==> src/rtl/seg_display_mux.sv <==
// Scans a 32-bit hex value across an 8-digit common-anode 7-segment display,
// with post-switch anode blanking. Optional LEADING_ZERO_BLANK_EN suppresses leading zeros.
`timescale 1ns/1ps

module seg_display_mux #(
  parameter int BLANK_CYC = 8,
  parameter int BW        = 4
) (
  input  logic        clk,
  input  logic        rst,
  input  logic        tick,
  input  logic [31:0] data,
  input  logic [7:0]  dp_in,
  input  logic [7:0]  digit_en,
  output logic [7:0]  anode,
  output logic [6:0]  seg,
  output logic        dp,
  output logic [2:0]  digit_sel
);

  localparam logic [BW-1:0] BLANK_INIT = BW'(BLANK_CYC);

  logic [2:0]    r_ptr;
  logic [BW-1:0] r_bcnt;
  logic [31:0]   r_data_q;
  logic [7:0]    r_dp_q;
  logic [7:0]    r_anode;
  logic [6:0]    r_seg;
  logic          r_dp;
  logic [2:0]    r_digit_sel;

  logic [7:0]    w_lz_blank;
  logic [3:0]    w_nib;
  logic          w_blank;

  function automatic logic [6:0] hex7(input logic [3:0] nib);
    logic [6:0] s;
    case (nib)
      4'h0: s = 7'h40;  4'h1: s = 7'h79;  4'h2: s = 7'h24;  4'h3: s = 7'h30;
      4'h4: s = 7'h19;  4'h5: s = 7'h12;  4'h6: s = 7'h02;  4'h7: s = 7'h78;
      4'h8: s = 7'h00;  4'h9: s = 7'h10;  4'hA: s = 7'h08;  4'hB: s = 7'h03;
      4'hC: s = 7'h46;  4'hD: s = 7'h21;  4'hE: s = 7'h06;  default: s = 7'h0E;
    endcase
    return s;
  endfunction

  // Scan pointer, blanking counter and per-frame snapshot of the displayed value.
  // NOTE: sequential state uses non-blocking assignments so every register samples pre-edge values.
  always_ff @(posedge clk or posedge rst) begin
    if (rst) begin
      r_ptr    <= 3'd0;
      r_bcnt   <= BLANK_INIT;
      r_data_q <= 32'h0;
      r_dp_q   <= 8'h0;
    end else if (tick) begin
      r_ptr  <= r_ptr + 3'd1;
      r_bcnt <= BLANK_INIT;
      if (r_ptr == 3'd7) begin
        r_data_q <= data;
        r_dp_q   <= dp_in;
      end
    end else if (r_bcnt != '0) begin
      r_bcnt <= r_bcnt - BW'(1);
    end
  end

`ifdef LEADING_ZERO_BLANK_EN
  // Walk down from the top digit; once a nonzero nibble or a requested point is seen, all lower digits show.
  always_comb begin
    logic keep;
    // NOTE: every always_comb output gets a default first so no latch is inferred.
    w_lz_blank = 8'h00;
    keep       = 1'b0;
    for (int i = 7; i >= 1; i--) begin
      keep          = keep | (r_data_q[4*i +: 4] != 4'h0) | r_dp_q[i];
      w_lz_blank[i] = ~keep;
    end
  end
`else
  assign w_lz_blank = 8'h00;
`endif

  assign w_nib   = r_data_q[{r_ptr, 2'b00} +: 4];
  assign w_blank = (r_bcnt != '0) | ~digit_en[r_ptr] | w_lz_blank[r_ptr];

  always_ff @(posedge clk or posedge rst) begin
    if (rst) begin
      r_anode     <= 8'hFF;
      r_seg       <= 7'h7F;
      r_dp        <= 1'b1;
      r_digit_sel <= 3'd0;
    end else begin
      r_anode     <= w_blank ? 8'hFF : ~(8'b1 << r_ptr);
      r_seg       <= w_blank ? 7'h7F : hex7(w_nib);
      r_dp        <= w_blank ? 1'b1 : ~r_dp_q[r_ptr];
      r_digit_sel <= r_ptr;
    end
  end

  assign anode     = r_anode;
  assign seg       = r_seg;
  assign dp        = r_dp;
  assign digit_sel = r_digit_sel;

endmodule

==> config.mk <==
export PLATFORM = sky130hd
export DESIGN_NAME = seg_display_mux
export DESIGN_NICKNAME = d
export VERILOG_FILES = /design/src/rtl/seg_display_mux.sv
export SDC_FILE = /design/constraint.sdc
export NUM_CORES = 1
export LEC_CHECK = 0
export BUFFER_PORTS_ARGS = -buffer_cell sky130_fd_sc_hd__buf_4
export CAP_MARGIN = 20
export CORE_ASPECT_RATIO = 0.9
export CORE_MARGIN = 5
export CORE_UTILIZATION = 40
export CTS_CLUSTER_SIZE = 14
export DETAILED_ROUTE_END_ITERATION = 12
export PLACE_DENSITY_LB_ADDON = 0.25
export SLEW_MARGIN = 10
export SYNTH_ARGS = -nofsm -noshare
export SYNTH_HDL_FRONTEND = slang
export SYNTH_SLANG_ARGS = --single-unit
==> constraint.sdc <==
create_clock -name clk -period 3.4 [get_ports clk]
set_input_delay 0.34 -clock clk [delete_from_list [all_inputs] [get_ports clk]]
set_output_delay 0.34 -clock clk [all_outputs]
set_load 0.01 [all_outputs]
==> summary.txt, run 1 <==
Place
  – Placement-stage cell area: 0.003726 mm2
  – Buffers added on ports: around 70
  – Placer Congestion: just under 0.8
  – DPL Wire Length: roughly 4600 um

Clock tree
  – Hold Buf Count CTS: 0
  – Num Clock Sinks: 66
  – Clk Latency, worst-skew pair: between 300 and 400 ps
  – Clk buf depth: 2
  – CTS buffer count: 9
  – CTS tree: yes
  – Postcts setup bufs: 0
  – Worst-path clk slew: roughly 70 ps
  – H-Tree Depth: 3
  – Clock root cell: clkbuf_8
  – Cts repair resizes: 0

Drt
  – WL final: around 6200 um
  – Final ANT Viol Nets: 0
  – DR iter-0 viols: 60
  – Remaining DRCs: 0
  – Routed vias: between 1,500 and 2,000
  – Drt pass-1 iters: 4
  – Routed WL per cell: around 15 um
  – Via density: ~4.9

Synth
  – Synthesized area: 0.003114 mm2
  – Synth top cells by count: dfrtp_1, mux2_2, nand2_1
  – Ys async rst share: 1.000
  – Cell count after synthesis: about 220
  – Leading area contributor after synthesis: dfrtp_1
  – Sequential area share after synthesis: 0.5372
  – Synth warn: 0
  – Mean Syn Cell Area: ~14 um2
  – Post-synth EDFFs: 0
  – Synth area leaders: dfrtp_1, mux2_2, dfstp_2, ha_1, mux4_2
  – Most common cell in the netlist: dfrtp_1
  – Net Count, Synth: roughly 290
  – Yosys cell types: 38
  – Yosys reg bits: 66
  – Area share of the largest cell type after synthesis: 0.3937
  – Ys flop type: dfrtp_1

Power
  – Register share of total power: 0.371
  – Logic pwr share: 0.448
  – Sw power: 1.268 mW
  – Power density over the cells: roughly 920 mW/mm2
  – LEAKAGE: around 1.8 nW
  – Internal power: between 2 and 2.5 mW
  – Peak VDD IR: between 0.0003 and 0.0004 V
  – Clk network pwr share: 0.181
  – Sw Share: 0.3506

Worst setup path
  – Worst EP required: 3630 ps
  – CP Data Arrival Time: about 2900 ps
  – Max stage delay on crit path: about 800 ps
  – Top Family by Delay on Critical Path: multiplexers
  – Critical setup path kind: reg2reg
  – Crit path cell chain: mux4_2, mux2i_2, inv_1, ha_1, inv_1, nand3_1, o211ai_1, o311ai_2
  – Worst path bufs/invs: 2
  – Slowest cell on crit path: dfrtp_1
  – CP Launch Type: flop
  – Crit. End Element: flop
  – Critical path fanouts, max: 13
  – Most used cell, CP: inv_1

Finish
  – # diodes: 0
  – NumNets Final: between 300 and 400
  – Area Growth Syn to Fin: 25.99%
  – Final instance area: 0.003924 mm2
  – Filler cells: between 600 and 700
  – Share of layout cells above drive strength 1: 0.5246

Floorplanning
  – Core box area: about 0.0076 mm2
  – Area of the die: slightly below 0.01 mm2
  – Die X: between 100 and 150 um
  – Initial Util: 0.4107
  – Chip Height: between 90 and 100 um
  – Ports: 70
  – Row count: 30

Outcome
  – Run status: finished, final reports clean

Global routing
  – First-pass GRT wire length: 10,150 um
  – Largest net degree at the start of global routing: 35
  – Antenna violations before repair: 0
  – Via count of the first global-routing pass: approximately 2,100
  – Total grt overflow: 0
  – GRT Total Usage: 0.1401

Timing
  – Setup TNS: 0 ps
  – Least-Margin Pin Slew: 731.6 ps
  – Fin crit share: 0.7721
  – Max-slew headroom: 0.5104
  – Achievable Freq: 381.0 MHz
  – Hold Vio Cnt, Final: 0
  – Final setup violation count: 0
  – Skew final: 4.879 ps
  – Min Tclk post-route: 2625 ps
  – RSZ-0062 raised after global routing: false
  – Final count of pins violating max slew: 0

Hold path
  – HP Class: in2async

Job
  – Max_cap viols: 0
## registers in the layout, indices dropped and copies added, names as in the netlist
register   flops
anode          8
digit_sel      3
dp             1
r_bcnt         4
r_data_q      32
r_dp_q         8
r_ptr          3
seg            7
## metal layers
metal	vias to the layer above	part of all wire	track usage	wire [um]
met2	55	0.47	0.2099	2914
met4	0	0.017	0.06149	104
met5	-	0	0	0
met3	10	0.067	0.05197	419
li1	949	-	-	-
met1	967	0.45	0.1806	2777
## power by group through the flow
stage / clock [mW] / combinational (mW) / sequential (mW)
after global routing: 0.716 / 1.80 / 1.38
after global placement: 0 / 1.59 / 1.36
after floorplan: 0 / 1.33 / 1.28
final: 0.654 / 1.62 / 1.34
after CTS: 0.682 / 1.63 / 1.35
after detailed placement: 0 / 1.62 / 1.36
## layout make-up
| cell class | count | area, um2 | share of cell area |
|---|---|---|---|
| repair buffers | 75 | 563.0 | 0.1435 |
| multi-input cells | 138 | 1333 | 0.3396 |
| flip-flops and latches | 66 | 1673 | 0.4263 |
| well taps | 96 | 120.1 | 0.03061 |
| inverters | 10 | 37.54 | 0.009566 |
| clock buffers | 14 | 162.7 | 0.04145 |
| clock inverters | 2 | 35.03 | 0.008929 |
## cells in the final DEF, fill, tap and decap left out, types with 2 or more instances in the layout
cell	Yosys	layout
dfrtp_1	49	49
and2_1	3	3
nand2_1	19	18
dfstp_2	17	17
ha_1	14	14
inv_1	9	8
xnor2_1	2	2
a21oi_1	5	5
clkbuf_1	5	3
mux2i_1	6	6
mux4_2	7	7
o211ai_1	2	2
mux2_2	41	41
nand3_1	3	3
o31ai_1	2	2
nor2b_1	2	2
nor2_1	8	8
mux4_1	3	3
clkbuf_8	0	11
and3_1	3	3
o221ai_1	3	3
buf_4	1	75
nor3_1	3	3
## kinds of logic after synthesis
logic type,Yosys count,synth area share
compound gates,20,0.04941
buf+inv,20,0.03576
mux,59,0.2527
simple gates,42,0.06027
xor+xnor,3,0.008439
flops,66,0.5372
fa+ha+maj,14,0.05625
## final timing paths
| check | from | to | slack [ps] | cells past startpoint |
|---|---|---|---|---|
| max reg2reg | r_ptr[0] | seg[3] | 780 | 8 |
| max in group asynchronous | rst | r_data_q[4] | 2600 | 3 |
| min | rst | r_ptr[1] | 110 | 2 |
| min in group clk | dp_in[1] | r_dp_q[1] | 220 | 2 |
| max | r_ptr[0] | seg[3] | 780 | 8 |
| min reg2reg | r_data_q[28] | r_data_q[28] | 500 | 1 |
## stage by stage
stage | std cells | setup slack (ps) | hold WS [ps] | total power, mW | utilization
2_1_floorplan | 224 | 1183 | 374.9 | 2.615 | -
3_3_place_gp | 385 | 850.4 | 484.7 | 2.948 | 0.4914
3_5_place_dp | 385 | 766.1 | 490.7 | 2.983 | 0.4914
4_1_cts | 401 | 741.2 | 123.5 | 3.662 | 0.5175
5_1_grt | 401 | 533.1 | 185.0 | 3.899 | 0.5175
6_report | 401 | 775.0 | 113.0 | 3.617 | 0.5175
## worst register-to-register path, stage by stage, from the launching register on
cell and delay [ps]:
dfrtp_1 800, mux4_2 610, mux2i_2 360, inv_1 150, ha_1 200, inv_1 80
nand3_1 70, o211ai_1 120, o311ai_2 130
(Power assumes the default switching activity.)
==> run 2: changes to the inputs <==
==> constraint.sdc (replaced) <==
create_clock -name clk -period 2.7 [get_ports clk]
set_input_delay 0.27 -clock clk [delete_from_list [all_inputs] [get_ports clk]]
set_output_delay 0.27 -clock clk [all_outputs]
set_load 0.01 [all_outputs]
==> summary.txt, run 2 (synthesis results as in run 1) <==
Timing
  – Setup TNS: 0 ps
  – Max-slew headroom: 0.4522
  – Achievable Freq: about 420 MHz
  – Hold Vio Cnt, Final: 0
  – Skew final: about 6.9 ps
  – Final setup violation count: 0
  – Least-Margin Pin Slew: between 800 and 900 ps
  – Fin crit share: 0.8882
  – Final count of pins violating max slew: 0
  – RSZ-0062 raised after global routing: false
  – Min Tclk post-route: about 2400 ps

Global routing
  – First-pass GRT wire length: around 10,000 um
  – Total grt overflow: 0
  – Via count of the first global-routing pass: 2,087
  – Antenna violations before repair: 0
  – GRT Total Usage: 0.1419
  – Largest net degree at the start of global routing: 67

Power
  – Peak VDD IR: just over 0.0004 V
  – Design Power: 4.470 mW
  – Clk network pwr share: 0.158
  – LEAKAGE: between 1.5 and 2 nW
  – Power density over the cells: around 1100 mW/mm2
  – Logic pwr share: 0.467
  – Register share of total power: 0.375
  – Internal power: ~2.9 mW
  – Sw power: between 1.5 and 2 mW
  – Sw Share: 0.3594

Finish
  – Share of layout cells above drive strength 1: 0.5294
  – Final core occ: 0.5158
  – Most frequent cells in the layout: buf_4, dfrtp_1, mux2_2
  – Final Non-Filler Cells: 402
  – Area Growth Syn to Fin: 25.59%
  – Max reg flops: 32
  – Most common cell after layout, fill and taps aside: buf_4
  – Register with the highest flop count: r_data_q
  – NumNets Final: 366
  – Filler cells: ~680
  – # diodes: 0

Hold path
  – HP Class: in2reg
  – Hold Path Origin: data[31]
  – Worst hold path endpoint: r_data_q[31]
  – Hold depth: 2

Worst setup path
  – Reg2Reg Setup Slack: 300 ps
  – Reg-to-reg startpoint: r_ptr[0]
  – Critical setup path kind: reg2reg
  – Critical path fanouts, max: 8
  – FF-to-FF End: seg[5]
  – Crit. End Element: flop
  – Crit path from: r_ptr[0]
  – Reg2Reg Depth: 8
  – CP Launch Type: flop
  – Worst EP required: slightly below 3000 ps
  – CP Data Arrival Time: ~2600 ps

Floorplanning
  – Chip Height: approximately 94 um
  – Area of the die: roughly 0.0097 mm2
  – Row count: 30
  – Initial Util: 0.4107
  – Core box area: between 0.007 and 0.008 mm2
  – Die X: about 100 um
  – Ports: 70

Outcome
  – Run status: finished, final reports clean

Drt
  – Routed WL per cell: ~15 um
  – Via density: between 4 and 5
  – Drt pass-1 iters: 4
  – Remaining DRCs: 0
  – WL final: slightly above 6000 um
  – Routed vias: roughly 2,000
  – Final ANT Viol Nets: 0
  – DR iter-0 viols: 60

Clock tree
  – CTS tree: yes
  – Clk Latency, worst-skew pair: ~340 ps
  – CTS buffer count: 9
  – Worst-path clk slew: approximately 70 ps
  – H-Tree Depth: 3
  – Clk buf depth: 2
  – Hold Buf Count CTS: 0
  – Num Clock Sinks: between 60 and 70
  – Cts repair resizes: 0
  – Postcts setup bufs: 0
  – Clock root cell: clkbuf_8

Place
  – DPL Wire Length: ~4500 um
  – Buffers added on ports: slightly below 70
  – Placer Congestion: around 0.79
  – Dpl cells: slightly below 400

Job
  – Max_cap viols: 0
-- run 2: worst max-delay path by stage --
| stage | slack, ps | to |
|---|---|---|
| 3_3_place_gp | 440 | seg[3] |
| 3_5_place_dp | 320 | seg[5] |
| 5_1_grt | 130 | seg[3] |
| 4_1_cts | 310 | seg[5] |
| 6_report | 300 | seg[5] |
| 2_1_floorplan | 480 | seg[3] |
-- run 2: final cells by class --
type	count	area [um2]	share of cell area
clock inverter	4	20.02	0.005118
sequential	66	1673	0.4277
tap	96	120.1	0.03071
clock buffer	12	145.1	0.03711
multi-input combinational	138	1333	0.3407
inverter	10	37.54	0.009597
timing repair buffer	76	583.1	0.1491
-- run 2: metal layers --
layer  GRT usage  share of wire  routed length [um]
met1      0.1913           0.47                2883
met5           0              0                   0
met2      0.2046           0.45                2783
met3     0.05791          0.071                 438
met4     0.05178          0.013                  82
-- run 2: critical path, cell delays in order, from the launching register on --
cell	delay (ps)
dfrtp_1	580
mux4_2	570
mux2i_2	350
inv_1	150
ha_1	210
inv_1	80
nor2_1	60
a21oi_1	130
o221ai_1	150
-- run 2: power by group through the flow --
| stage | clock network [mW] | registers, mW | logic [mW] |
|---|---|---|---|
| final | 0.705 | 1.68 | 2.09 |
| after global routing | 0.782 | 1.73 | 2.32 |
| after CTS | 0.743 | 1.68 | 2.11 |
| after detailed placement | 0 | 1.70 | 2.10 |
| after global placement | 0 | 1.69 | 2.05 |
| after floorplan | 0 | 1.61 | 1.68 |
-- run 2: stage by stage --
step	setup slack [ps]	hold slack [ps]	instance area [um2]
finish	301.8	152.8	3911
global route	131.8	128.9	3911
CTS	313.2	127.0	3911
detailed placement	322.3	488.8	3746
global placement	435.6	485.4	3746
floorplan	483.4	374.9	3114
==> run 3: changes to the inputs <==
--- a/config.mk
+++ b/config.mk
@@ -12,7 +12,8 @@
 export CORE_UTILIZATION = 40
 export CTS_CLUSTER_SIZE = 14
 export DETAILED_ROUTE_END_ITERATION = 12
-export PLACE_DENSITY_LB_ADDON = 0.25
+export PLACE_DENSITY = 0.73
+export SETUP_SLACK_MARGIN = 0.5
 export SLEW_MARGIN = 10
 export SYNTH_ARGS = -nofsm -noshare
 export SYNTH_HDL_FRONTEND = slang
==> summary.txt, run 3 (synthesis results as in run 1) <==
Timing
  – Max-slew headroom: 0.6848
  – Achievable Freq: around 460 MHz
  – Min Tclk post-route: roughly 2200 ps
  – Hold Vio Cnt, Final: 0
  – Skew final: between 10 and 15 ps
  – Final count of pins violating max slew: 0
  – Least-Margin Pin Slew: 472.4 ps
  – Smallest hold slack: 158.1 ps
  – Setup TNS: 0 ps
  – RSZ-0062 raised after global routing: true
  – Fin crit share: 0.7973
  – Final setup violation count: 0

Power
  – Internal power: approximately 3.2 mW
  – Sw power: between 1.5 and 2 mW
  – Design Power: 4.857 mW
  – Register share of total power: 0.344
  – Power density over the cells: ~1200 mW/mm2
  – LEAKAGE: between 1.5 and 2 nW
  – Sw Share: 0.3432
  – Peak VDD IR: approximately 0.00050 V
  – Logic pwr share: 0.483
  – Clk network pwr share: 0.173

Global routing
  – Via count of the first global-routing pass: slightly above 2,000
  – Antenna violations before repair: 0
  – Largest net degree at the start of global routing: 30
  – Total grt overflow: 0
  – First-pass GRT wire length: between 9000 and 10,000 um
  – GRT Total Usage: 0.1360

Floorplanning
  – Die X: roughly 100 um
  – Core box area: roughly 0.0076 mm2
  – Row count: 30
  – Area of the die: a little under 0.01 mm2
  – Chip Height: 93.71 um
  – Initial Util: 0.4107
  – Ports: 70

Place
  – Placer Congestion: 0.8266
  – Placement-stage cell area: 0.003755 mm2
  – Buffers added on ports: 69
  – DPL Wire Length: 4484 um

Worst setup path
  – Critical setup path kind: reg2reg
  – Critical path fanouts, max: 8
  – Crit path cell chain: mux4_2, mux2i_4, buf_4, ha_1, and3_1, o311ai_2
  – Reg-to-reg startpoint: r_ptr[0]
  – Crit. End Element: flop
  – CP Data Arrival Time: about 2400 ps
  – Reg2Reg Setup Slack: around 550 ps
  – Critical path destination: seg[3]
  – Max stage delay on crit path: 560 ps
  – WP depth: 6
  – CP Launch Type: flop
  – Worst EP required: slightly below 3000 ps
  – FF-to-FF End: seg[3]
  – Top Family by Delay on Critical Path: multiplexers
  – Reg2Reg Depth: 6
  – Crit path from: r_ptr[0]
  – Slowest cell on crit path: mux4_2
  – Worst path bufs/invs: 1

Drt
  – Drt pass-1 iters: 4
  – Routed WL per cell: ~15 um
  – WL final: 6081 um
  – Via density: about 5
  – Routed vias: 2,036
  – Remaining DRCs: 0
  – Final ANT Viol Nets: 0
  – DR iter-0 viols: 57

Clock tree
  – Worst-path clk slew: approximately 70 ps
  – Clock root cell: clkbuf_8
  – Num Clock Sinks: 66
  – Clk buf depth: 2
  – CTS tree: yes
  – CTS buffer count: 9
  – H-Tree Depth: 3
  – Clk Latency, worst-skew pair: ~340 ps

Finish
  – Most common cell after layout, fill and taps aside: buf_4
  – Register with the highest flop count: r_data_q
  – Max reg flops: 32
  – Area Growth Syn to Fin: 30.25%
  – Final instance area: between 0.004 and 0.005 mm2
  – NumNets Final: between 300 and 400
  – Share of layout cells above drive strength 1: 0.5714
  – # diodes: 0
  – Final core occ: 0.5350
  – Most frequent cells in the layout: buf_4, dfrtp_1, mux2_2

Outcome
  – Run status: finished, final reports clean

Job
  – Max_cap viols: 0

Hold path
  – HP Class: in2reg
-- run 3: changes by cell type in the layout (fill, tap and decap cells not counted), sizes merged --
cell | before | now
buf | 76 | 84
clkinv | 5 | 2
dlygate4sd3 | 0 | 1
bufinv | 0 | 1
clkbuf | 12 | 14
-- run 3: power by group through the flow --
stage               Sequential (mW)  Combinational [mW]  Clock [mW]
detailed placement             1.69                2.10           0
global route                   1.72                2.61       0.914
global placement               1.68                2.05           0
finish                         1.67                2.35       0.839
floorplan                      1.61                1.71           0
CTS                            1.67                2.14       0.875
-- run 3: cell type report --
class,count,area [um2]
fill,665,3526
timing repair buffer,85,656.9
multi-input combinational,138,1359
clock buffer,14,172.7
inverter,10,37.54
clock inverter,2,35.03
tap,96,120.1
sequential,66,1675
-- run 3: metal layers --
layer,wire [um],vias to the layer above,track usage,part of all wire
met3,421,12,0.05939,0.069
met4,107,0,0.04315,0.018
met2,2940,60,0.2014,0.48
li1,-,965,-,-
met5,0,-,0,0
met1,2611,999,0.1790,0.43
-- run 3: worst min path at each step --
stage	startpoint	slack (ps)	to	cells past startpoint
floorplan	r_ptr[2]	370	digit_sel[2]	0
global placement	rst	260	digit_sel[1]	2
detailed placement	rst	270	digit_sel[1]	2
CTS	data[28]	140	r_data_q[28]	2
global route	data[28]	130	r_data_q[28]	2
finish	data[24]	160	r_data_q[24]	2
-- run 3: through the flow --
| stage | instances | setup slack, ps |
|---|---|---|
| final | 411 | 547.3 |
| after CTS | 404 | 506.5 |
| after global placement | 386 | 404.0 |
| after global routing | 411 | 455.2 |
| after floorplan | 224 | 558.9 |
| after detailed placement | 386 | 362.6 |
-- run 3: timing repair --
action,4_1_cts,5_1_grt
pin swaps,0,2
gates resized for setup,2,10
hold endpoints to repair,7,0
setup endpoints to repair,32,34
hold buffers,1,0
setup buffers,1,7
